--- src/rtl/sha256_round_ctrl_pkg.sv ---
// ============================================================================
//  Module   : sha256_round_ctrl_pkg
//  Purpose  : Shared definitions for the SHA-256 round controller: FSM state
//             encodings, initial hash value (IV), round constant table K and
//             the combinational SHA-256 round functions.
//  Ports    : none (package)
//  Revision : 1.0 - initial release
// ============================================================================
`default_nettype none

package sha256_round_ctrl_pkg;

   typedef logic [31:0] word_t;

   // Controller state encodings
   localparam logic [1:0] c_st_idle   = 2'd0;
   localparam logic [1:0] c_st_round  = 2'd1;
   localparam logic [1:0] c_st_update = 2'd2;

   // Initial hash value H0..H7
   localparam word_t c_iv [8] = '{
      32'h6a09e667, 32'hbb67ae85, 32'h3c6ef372, 32'ha54ff53a,
      32'h510e527f, 32'h9b05688c, 32'h1f83d9ab, 32'h5be0cd19
   };

   // Round constants K[0..63]
   localparam word_t c_k [64] = '{
      32'h428a2f98, 32'h71374491, 32'hb5c0fbcf, 32'he9b5dba5,
      32'h3956c25b, 32'h59f111f1, 32'h923f82a4, 32'hab1c5ed5,
      32'hd807aa98, 32'h12835b01, 32'h243185be, 32'h550c7dc3,
      32'h72be5d74, 32'h80deb1fe, 32'h9bdc06a7, 32'hc19bf174,
      32'he49b69c1, 32'hefbe4786, 32'h0fc19dc6, 32'h240ca1cc,
      32'h2de92c6f, 32'h4a7484aa, 32'h5cb0a9dc, 32'h76f988da,
      32'h983e5152, 32'ha831c66d, 32'hb00327c8, 32'hbf597fc7,
      32'hc6e00bf3, 32'hd5a79147, 32'h06ca6351, 32'h14292967,
      32'h27b70a85, 32'h2e1b2138, 32'h4d2c6dfc, 32'h53380d13,
      32'h650a7354, 32'h766a0abb, 32'h81c2c92e, 32'h92722c85,
      32'ha2bfe8a1, 32'ha81a664b, 32'hc24b8b70, 32'hc76c51a3,
      32'hd192e819, 32'hd6990624, 32'hf40e3585, 32'h106aa070,
      32'h19a4c116, 32'h1e376c08, 32'h2748774c, 32'h34b0bcb5,
      32'h391c0cb3, 32'h4ed8aa4a, 32'h5b9cca4f, 32'h682e6ff3,
      32'h748f82ee, 32'h78a5636f, 32'h84c87814, 32'h8cc70208,
      32'h90befffa, 32'ha4506ceb, 32'hbef9a3f7, 32'hc67178f2
   };

   function automatic word_t k_const(input logic [5:0] t);
      return c_k[t];
   endfunction

   function automatic word_t right_cyclic_shift(input word_t x, input int unsigned n);
      return (x >> n) | (x << (32 - n));
   endfunction

   // Message schedule sigmas
   function automatic word_t func_sigma0(input word_t x);
      return right_cyclic_shift(x, 7) ^ right_cyclic_shift(x, 18) ^ (x >> 3);
   endfunction

   function automatic word_t func_sigma1(input word_t x);
      return right_cyclic_shift(x, 17) ^ right_cyclic_shift(x, 19) ^ (x >> 10);
   endfunction

   // Compression-round sums
   function automatic word_t func_bsigma0(input word_t x);
      return right_cyclic_shift(x, 2) ^ right_cyclic_shift(x, 13) ^ right_cyclic_shift(x, 22);
   endfunction

   function automatic word_t func_bsigma1(input word_t x);
      return right_cyclic_shift(x, 6) ^ right_cyclic_shift(x, 11) ^ right_cyclic_shift(x, 25);
   endfunction

   function automatic word_t func_ch(input word_t e, input word_t f, input word_t g);
      return (e & f) ^ (~e & g);
   endfunction

   function automatic word_t func_maj(input word_t a, input word_t b, input word_t c);
      return (a & b) ^ (a & c) ^ (b & c);
   endfunction

endpackage

`default_nettype wire

--- src/rtl/sha256_msg_sched.sv ---
// ============================================================================
//  Module   : sha256_msg_sched
//  Purpose  : SHA-256 message schedule as a 16-word shift window. The window
//             always holds W[t..t+15], so the current word is simply entry 0
//             and each shift appends W[t+16] at the top.
//  Ports    : clk   - clock
//             load  - capture a new 512-bit block (W0 = data[511:480])
//             shift - advance the window by one word (one round)
//             data  - block input
//             wt    - W_t for the current round
//  Revision : 1.0 - initial release
// ============================================================================
`default_nettype none

module sha256_msg_sched
   import sha256_round_ctrl_pkg::*;
(
   input  logic         clk,
   input  logic         load,
   input  logic         shift,
   input  logic [511:0] data,
   output logic [31:0]  wt
);

   word_t r_win [16];
   word_t w_next;

   // W[t+16] = s1(W[t+14]) + W[t+9] + s0(W[t+1]) + W[t]
   assign w_next = func_sigma1(r_win[14]) + r_win[9] + func_sigma0(r_win[1]) + r_win[0];

   always_ff @(posedge clk) begin
      if (load) begin
         for (int i = 0; i < 16; i++) begin
            r_win[i] <= data[511 - 32*i -: 32];
         end
      end else if (shift) begin
         for (int i = 0; i < 15; i++) begin
            r_win[i] <= r_win[i+1];
         end
         r_win[15] <= w_next;
      end
   end

   assign wt = r_win[0];

endmodule

`default_nettype wire

--- src/rtl/sha256_round_ctrl.sv ---
// ============================================================================
//  Module   : sha256_round_ctrl
//  Purpose  : Sequences one SHA-256 compression per accepted 512-bit block,
//             one round per clock. Owns chaining value H0..H7, working
//             variables a..h, the round counter and the K_t lookup.
//  Ports    : clk, rst_n (sync, active low)
//             blk_valid/blk_ready/blk_data/blk_first - block input handshake
//             busy         - high while compressing or updating H
//             digest_valid - one-cycle pulse when digest holds the new H
//             digest       - H0..H7, H0 in [255:224]
//  Revision : 1.0 - initial release
// ============================================================================
`default_nettype none

module sha256_round_ctrl
   import sha256_round_ctrl_pkg::*;
#(
   parameter int ROUNDS = 64
)
(
   input  logic         clk,
   input  logic         rst_n,
   input  logic         blk_valid,
   output logic         blk_ready,
   input  logic [511:0] blk_data,
   input  logic         blk_first,
   output logic         busy,
   output logic         digest_valid,
   output logic [255:0] digest
);

   localparam logic [5:0] c_last_round = 6'(ROUNDS - 1);

   logic [1:0] r_state;
   logic [5:0] r_t;
   logic       r_digest_valid;
   word_t      r_hv [8];     // chaining value H0..H7
   word_t      r_wv [8];     // working variables a..h (index 0 = a)

   logic       w_accept;
   logic       w_in_round;
   word_t      w_wt;
   word_t      w_t1;
   word_t      w_t2;

   assign w_accept   = blk_valid && (r_state == c_st_idle);
   assign w_in_round = (r_state == c_st_round);

   sha256_msg_sched u_msg_sched (
      .clk   (clk),
      .load  (w_accept),
      .shift (w_in_round),
      .data  (blk_data),
      .wt    (w_wt)
   );

   // Round datapath
   assign w_t1 = r_wv[7] + func_bsigma1(r_wv[4]) + func_ch(r_wv[4], r_wv[5], r_wv[6])
               + k_const(r_t) + w_wt;
   assign w_t2 = func_bsigma0(r_wv[0]) + func_maj(r_wv[0], r_wv[1], r_wv[2]);

   // Control, chaining value and digest pulse
   always_ff @(posedge clk) begin
      if (!rst_n) begin
         r_state        <= c_st_idle;
         r_t            <= 6'd0;
         r_digest_valid <= 1'b0;
         for (int i = 0; i < 8; i++) begin
            r_hv[i] <= c_iv[i];
         end
      end else begin
         r_digest_valid <= 1'b0;
         case (r_state)
            c_st_idle: begin
               if (blk_valid) begin
                  if (blk_first) begin
                     for (int i = 0; i < 8; i++) begin
                        r_hv[i] <= c_iv[i];
                     end
                  end
                  r_t     <= 6'd0;
                  r_state <= c_st_round;
               end
            end
            c_st_round: begin
               // Hold t at the last round rather than wrapping to 0
               if (r_t == c_last_round) begin
                  r_state <= c_st_update;
               end else begin
                  r_t <= r_t + 6'd1;
               end
            end
            c_st_update: begin
               for (int i = 0; i < 8; i++) begin
                  r_hv[i] <= r_hv[i] + r_wv[i];
               end
               r_digest_valid <= 1'b1;
               r_state        <= c_st_idle;
            end
            default: begin
               r_state <= c_st_idle;
            end
         endcase
      end
   end

   // Working variables are pure datapath; reset is irrelevant because they are
   // always reloaded on accept before use.
   always_ff @(posedge clk) begin
      if (w_accept) begin
         for (int i = 0; i < 8; i++) begin
            r_wv[i] <= blk_first ? c_iv[i] : r_hv[i];
         end
      end else if (w_in_round) begin
         r_wv[7] <= r_wv[6];
         r_wv[6] <= r_wv[5];
         r_wv[5] <= r_wv[4];
         r_wv[4] <= r_wv[3] + w_t1;
         r_wv[3] <= r_wv[2];
         r_wv[2] <= r_wv[1];
         r_wv[1] <= r_wv[0];
         r_wv[0] <= w_t1 + w_t2;
      end
   end

   assign blk_ready    = (r_state == c_st_idle);
   assign busy         = (r_state == c_st_round) || (r_state == c_st_update);
   assign digest_valid = r_digest_valid;

   for (genvar gi = 0; gi < 8; gi++) begin : g_digest
      assign digest[255 - 32*gi -: 32] = r_hv[gi];
   end

endmodule

`default_nettype wire

--- config.mk ---
export PLATFORM = sky130hd
export DESIGN_NAME = sha256_round_ctrl
export DESIGN_NICKNAME = d
export VERILOG_FILES = /design/src/rtl/sha256_round_ctrl_pkg.sv /design/src/rtl/sha256_msg_sched.sv /design/src/rtl/sha256_round_ctrl.sv
export SDC_FILE = /design/constraint.sdc
export NUM_CORES = 2
export LEC_CHECK = 0
export ABC_AREA = 1
export BUFFER_PORTS_ARGS = -buffer_cell sky130_fd_sc_hd__buf_2
export CAP_MARGIN = 20
export CORE_MARGIN = 4
export CORE_UTILIZATION = 55
export CTS_BUF_LIST = sky130_fd_sc_hd__clkbuf_2
export CTS_CLUSTER_SIZE = 20
export DETAILED_ROUTE_END_ITERATION = 16
export PLACE_DENSITY = 0.78
export SLEW_MARGIN = 40
export SYNTH_ARGS = -nofsm -noshare
export SYNTH_HDL_FRONTEND = slang
export SYNTH_SLANG_ARGS = --single-unit
--- constraint.sdc ---
create_clock -name clk -period 19.53 [get_ports clk]
set_input_delay 0 -clock clk [delete_from_list [all_inputs] [get_ports clk]]
set_output_delay 0 -clock clk [all_outputs]
set_load 0.01 [all_outputs]
==> metrics, run 1 <==
largest net degree at the start of global routing=201; total grt overflow=3653; root buffer cell=clkbuf_2; CTS buffer count=295; die height=375 um; async set-reset flop share out of synthesis=0%; synthesized cell area=74100 um2; status=stopped before the end; htree depth=5; Synth Net Count=10287; tool error=[ERROR GRT-0116] Global routing finished with congestion. Check the congestion regions in the DRC Viewer.; Synth cell types=69; EDFF count, synth=992; Post-CTS Hold Buffers=1733; IO Pins=775; Syn. warnings=0; sequential element share of the synthesized area=41.3%; Die Wd=375 um; clk buf depth=4; IO Port Bufs=774; HPWL reported at the end of detailed placement=259000 um; post-synthesis cell count=9183; GR Util All Layers=82.7%; Primary FF master, synth=edfxtp_1; global placement routability congestion=1.05; synthesized flop and latch total=1033; Post-CTS Setup Bufs=0; Cell Rows=134; starting density of the core=55.5%; first-pass GRT wire length=834000 um; Clock Sinks=1033; vias in the first global route=106115; Fail Step=global routing (5_1_grt); Avg Inst Size Synth=8.07 um2; cts repair resizes=0
[cells by family after synthesis]
| kind of cell | count (synthesis) | share of synthesized area [%] |
|---|---|---|
| buf+inv | 1304 | 6.68 |
| fa+ha+maj | 590 | 11.9 |
| compound gates | 1707 | 13.4 |
| xor+xnor | 328 | 3.88 |
| flops | 1033 | 41.3 |
| simple gates | 4221 | 22.8 |
[through the flow]
step	setup WS [ns]	std cells	area, um2	hold WS, ns	util [%]
3_3_place_gp	10.50	11478	79500	0.264	59.5
3_5_place_dp	10.54	11481	79600	0.265	59.6
2_1_floorplan	0.455	9183	74100	0.138	-
4_1_cts	10.42	13705	99600	0.0124	74.5
[layer usage]
layer	overflow	GRT usage (%)
met5	46	57.2
met4	781	77.2
met3	534	72.3
met2	1746	95.0
met1	546	83.5
[synthesized netlist by cell type (14+ instances only)]
| cell type | count | area (um2) |
|---|---|---|
| nor3_1 | 69 | 345 |
| xnor2_1 | 145 | 1270 |
| fa_1 | 195 | 3900 |
| dfxtp_1 | 41 | 821 |
| clkbuf_1 | 230 | 863 |
| a31oi_1 | 26 | 163 |
| o221ai_1 | 16 | 140 |
| nor2_1 | 712 | 2670 |
| o21ai_0 | 512 | 2560 |
| o22ai_1 | 16 | 100 |
| o21bai_1 | 48 | 360 |
| edfxtp_1 | 992 | 29800 |
| or2_2 | 33 | 206 |
| xor2_1 | 183 | 1600 |
| o21ai_1 | 22 | 110 |
| nand3_1 | 374 | 1870 |
| nand2_1 | 2875 | 10800 |
| nand4_1 | 83 | 519 |
| o21a_1 | 69 | 518 |
| a21boi_0 | 26 | 195 |
| a21o_1 | 66 | 495 |
| a22o_1 | 50 | 438 |
| a21oi_1 | 690 | 3450 |
| inv_1 | 1004 | 3770 |
| nand3b_1 | 22 | 165 |
| buf_2 | 35 | 175 |
| and3_1 | 14 | 87.6 |
| ha_1 | 393 | 4920 |
| o211ai_1 | 30 | 225 |
| nor4_1 | 16 | 100 |
| buf_1 | 22 | 82.6 |
| o22a_1 | 55 | 482 |
==> inputs of run 2 (changes only) <==
CORE_UTILIZATION = 40   (was 55)
CTS_BUF_LIST = unset   (was sky130_fd_sc_hd__clkbuf_2)
CTS_CLUSTER_SIZE = unset   (was 20)
PLACE_DENSITY = unset   (was 0.78)
PLACE_DENSITY_LB_ADDON = 0.15   (was unset)
clock period = 25.4 ns   (was 19.53 ns; I/O delays follow)
==> run 2 against run 1 <==
Compared with the run above:
- the run now ends clean
- synthesized cell count stayed put
- synthesized area stayed put
==> metrics, run 2 <==
status=completed (was stopped before the end); final instance area=93200 um2; most frequent cells in the layout=nand2_1 (2869), inv_1 (1004), edfxtp_1 (992), dlygate4sd3_1 (808), buf_2 (774); initial DRC count=7911; list of most frequent post-synthesis cells=nand2_1 (2875), inv_1 (1004), edfxtp_1 (992) (unchanged); top cell type's share of synthesized area=40.2% (unchanged); DRC=0; IO Pins=775 (unchanged); die height=439 um (was 375 um); Die Wd=439 um (was 375 um); fraction of layout cells with a size suffix above 1=10.3%; Post-Layout Cell Count=13260; IO Port Bufs=774 (unchanged); vias post-DR=74672; synthesized cell area=74100 um2 (unchanged); type of the worst setup path=flop to flop; Area Growth Syn to Fin=25.7%; clk buf depth=3 (was 4); fmax=109 MHz; final net count=11774; Clock Sinks=1033 (unchanged); met3 Use GR=6.06%; die area=192000 um2; largest net degree at the start of global routing=164; final WL=367000 um; placed cells=12192 (was 11481); CP most frequent cell=nand2_1; Cell Rows=157 (was 134); Yosys top cell by area=edfxtp_1 (unchanged); initial antenna violation count=27; starting density of the core=40.4% (was 55.5%); Post-DP Area=80700 um2 (was 79600 um2); largest cells by area after synthesis=edfxtp_1 (40%), nand2_1 (15%), ha_1 (6.6%), fa_1 (5.3%), inv_1 (5.1%) (unchanged); Syn. warnings=0 (unchanged); post-synthesis cell count=9183 (unchanged); core area=184000 um2; fillcell total=17127; relative slew slack=39.0%; CTS tree=done; Final Hold Fails=0; setup tns final=0 ns; router iterations before antenna repair=6; hold crit path type=input pin to flop; Synth cell types=69 (unchanged); HPWL reported at the end of detailed placement=283000 um (was 259000 um); commonest non-fill, non-tap cell in the layout=nand2_1; DR vias/cell=5.63; Synth Net Count=10287 (unchanged); Top Registers=u_msg_sched.r_win x512, r_hv x256, r_wv x256; fin crit period=9.16 ns; gr busiest metal=met2; async set-reset flop share out of synthesis=0% (unchanged); Routed Antenna Nets=0; crit end category=flop; Clk Latency, worst-skew pair=0.81 ns; root buffer cell=clkbuf_16 (was clkbuf_2); first-pass GRT wire length=518000 um; CP Max Fanout=13; vias in the first global route=73376; max reg flops=512; Reg with most FFs=u_msg_sched.r_win; grt met2 use=59.3%; Critical Path Max Stage Delay=0.75 ns; CTS buffer count=131 (was 295); Primary FF master, synth=edfxtp_1 (unchanged); DR WL/cell=27.7 um; clock-pin slew on the worst setup and hold paths=0.06 ns; CP max stage cell=dfxtp_1; Final Setup Violations=0; EDFF count, synth=992 (unchanged); Slew Limit Fails=0; htree depth=4 (was 5); Startpoint Class=flop; GR Util All Layers=37.0%; synthesized flop and latch total=1033 (unchanged); Data required, critical path=25.97 ns; worst-margin pin slew=0.906 ns; RSZ-0062 raised after global routing=false; total grt overflow=0; sequential element share of the synthesized area=41.3% (unchanged); maxcap violations=0; most frequent cell after synthesis=nand2_1 (unchanged); fin util=50.7%; GRT met1 Usage=46.9%; Avg Inst Size Synth=8.07 um2 (unchanged); Worst Skew=0.0427 ns; global placement routability congestion=1.02 (was 1.05); Final period util=36.1%; Worst EP arrival=9.73 ns
run 2: worst paths after layout:
kind / cells past startpoint / slack (ns) / to / startpoint
min: 4 / 0.03 / u_msg_sched.r_win[0][101]$_DFFE_PP_ / blk_data[389]
max: 38 / 16.24 / r_wv[0][31]$_DFFE_PP_ / r_t[1]$_SDFFE_PN0P_
min reg2reg: 2 / 0.50 / u_msg_sched.r_win[0][102]$_DFFE_PP_ / u_msg_sched.r_win[0][134]$_DFFE_PP_
max reg2reg: 38 / 16.24 / r_wv[0][31]$_DFFE_PP_ / r_t[1]$_SDFFE_PN0P_
run 2: critical path, delay by kind of cell (launching register included):
family / cells / cell delay [ns]
AO/OA/AOI/OAI: 7 / 1.72
XOR/XNOR: 1 / 0.26
adder cells (fa/ha/maj): 8 / 3.42
buffers and inverters: 8 / 1.05
flip-flops: 1 / 0.75
AND/OR/NAND/NOR: 14 / 1.71
run 2: repair_timing:
item | CTS | global route
endpoints found under the hold margin | 535 | 0
hold buffers | 808 | 0
buffers inserted | 0 | 0
gates resized for setup | 0 | 0
run 2: layout make-up:
type | count | area [um2] | share of cell area [%]
well taps | 2464 | 3080 | 3.31
inverters | 1014 | 3830 | 4.11
multi-input cells | 6846 | 38700 | 41.5
flip-flops and latches | 1033 | 30600 | 32.9
diodes | 24 | 60.1 | 0.0645
repair buffers | 1644 | 12700 | 13.6
clock buffers | 159 | 3470 | 3.72
clock inverters | 76 | 801 | 0.860
run 2: metal layers:
| metal | vias to the layer above | wire length [um] | share of wire (%) |
|---|---|---|---|
| li1 | 33699 | - | - |
| met1 | 35907 | 145000 | 40 |
| met2 | 4123 | 166000 | 45 |
| met3 | 933 | 28000 | 7.6 |
| met4 | 10 | 27200 | 7.4 |
| met5 | - | 63 | 0.017 |
run 2: through the flow:
step | hold slack, ns | setup WS (ns)
3_5_place_dp | 0.265 | 16.38
4_1_cts | 0.000285 | 16.36
3_3_place_gp | 0.264 | 16.27
5_1_grt | 0.0223 | 15.74
2_1_floorplan | 0.138 | 6.33
6_report | 0.0315 | 16.24
run 2: logic make-up (layout without fill, tap and decap cells):
family          Yosys count  in the layout  synth area share, %
compound gates         1707           1707                 13.4
xor+xnor                328            328                 3.88
fa+ha+maj               590            590                 11.9
buf+inv                1304           2893                 6.68
flops                  1033           1033                 41.3
other cells               0             24                    0
simple gates           4221           4221                 22.8
Power of run 2 is not shown: default switching activity piles up to over one toggle a cycle in this logic, so the estimate is an artifact.
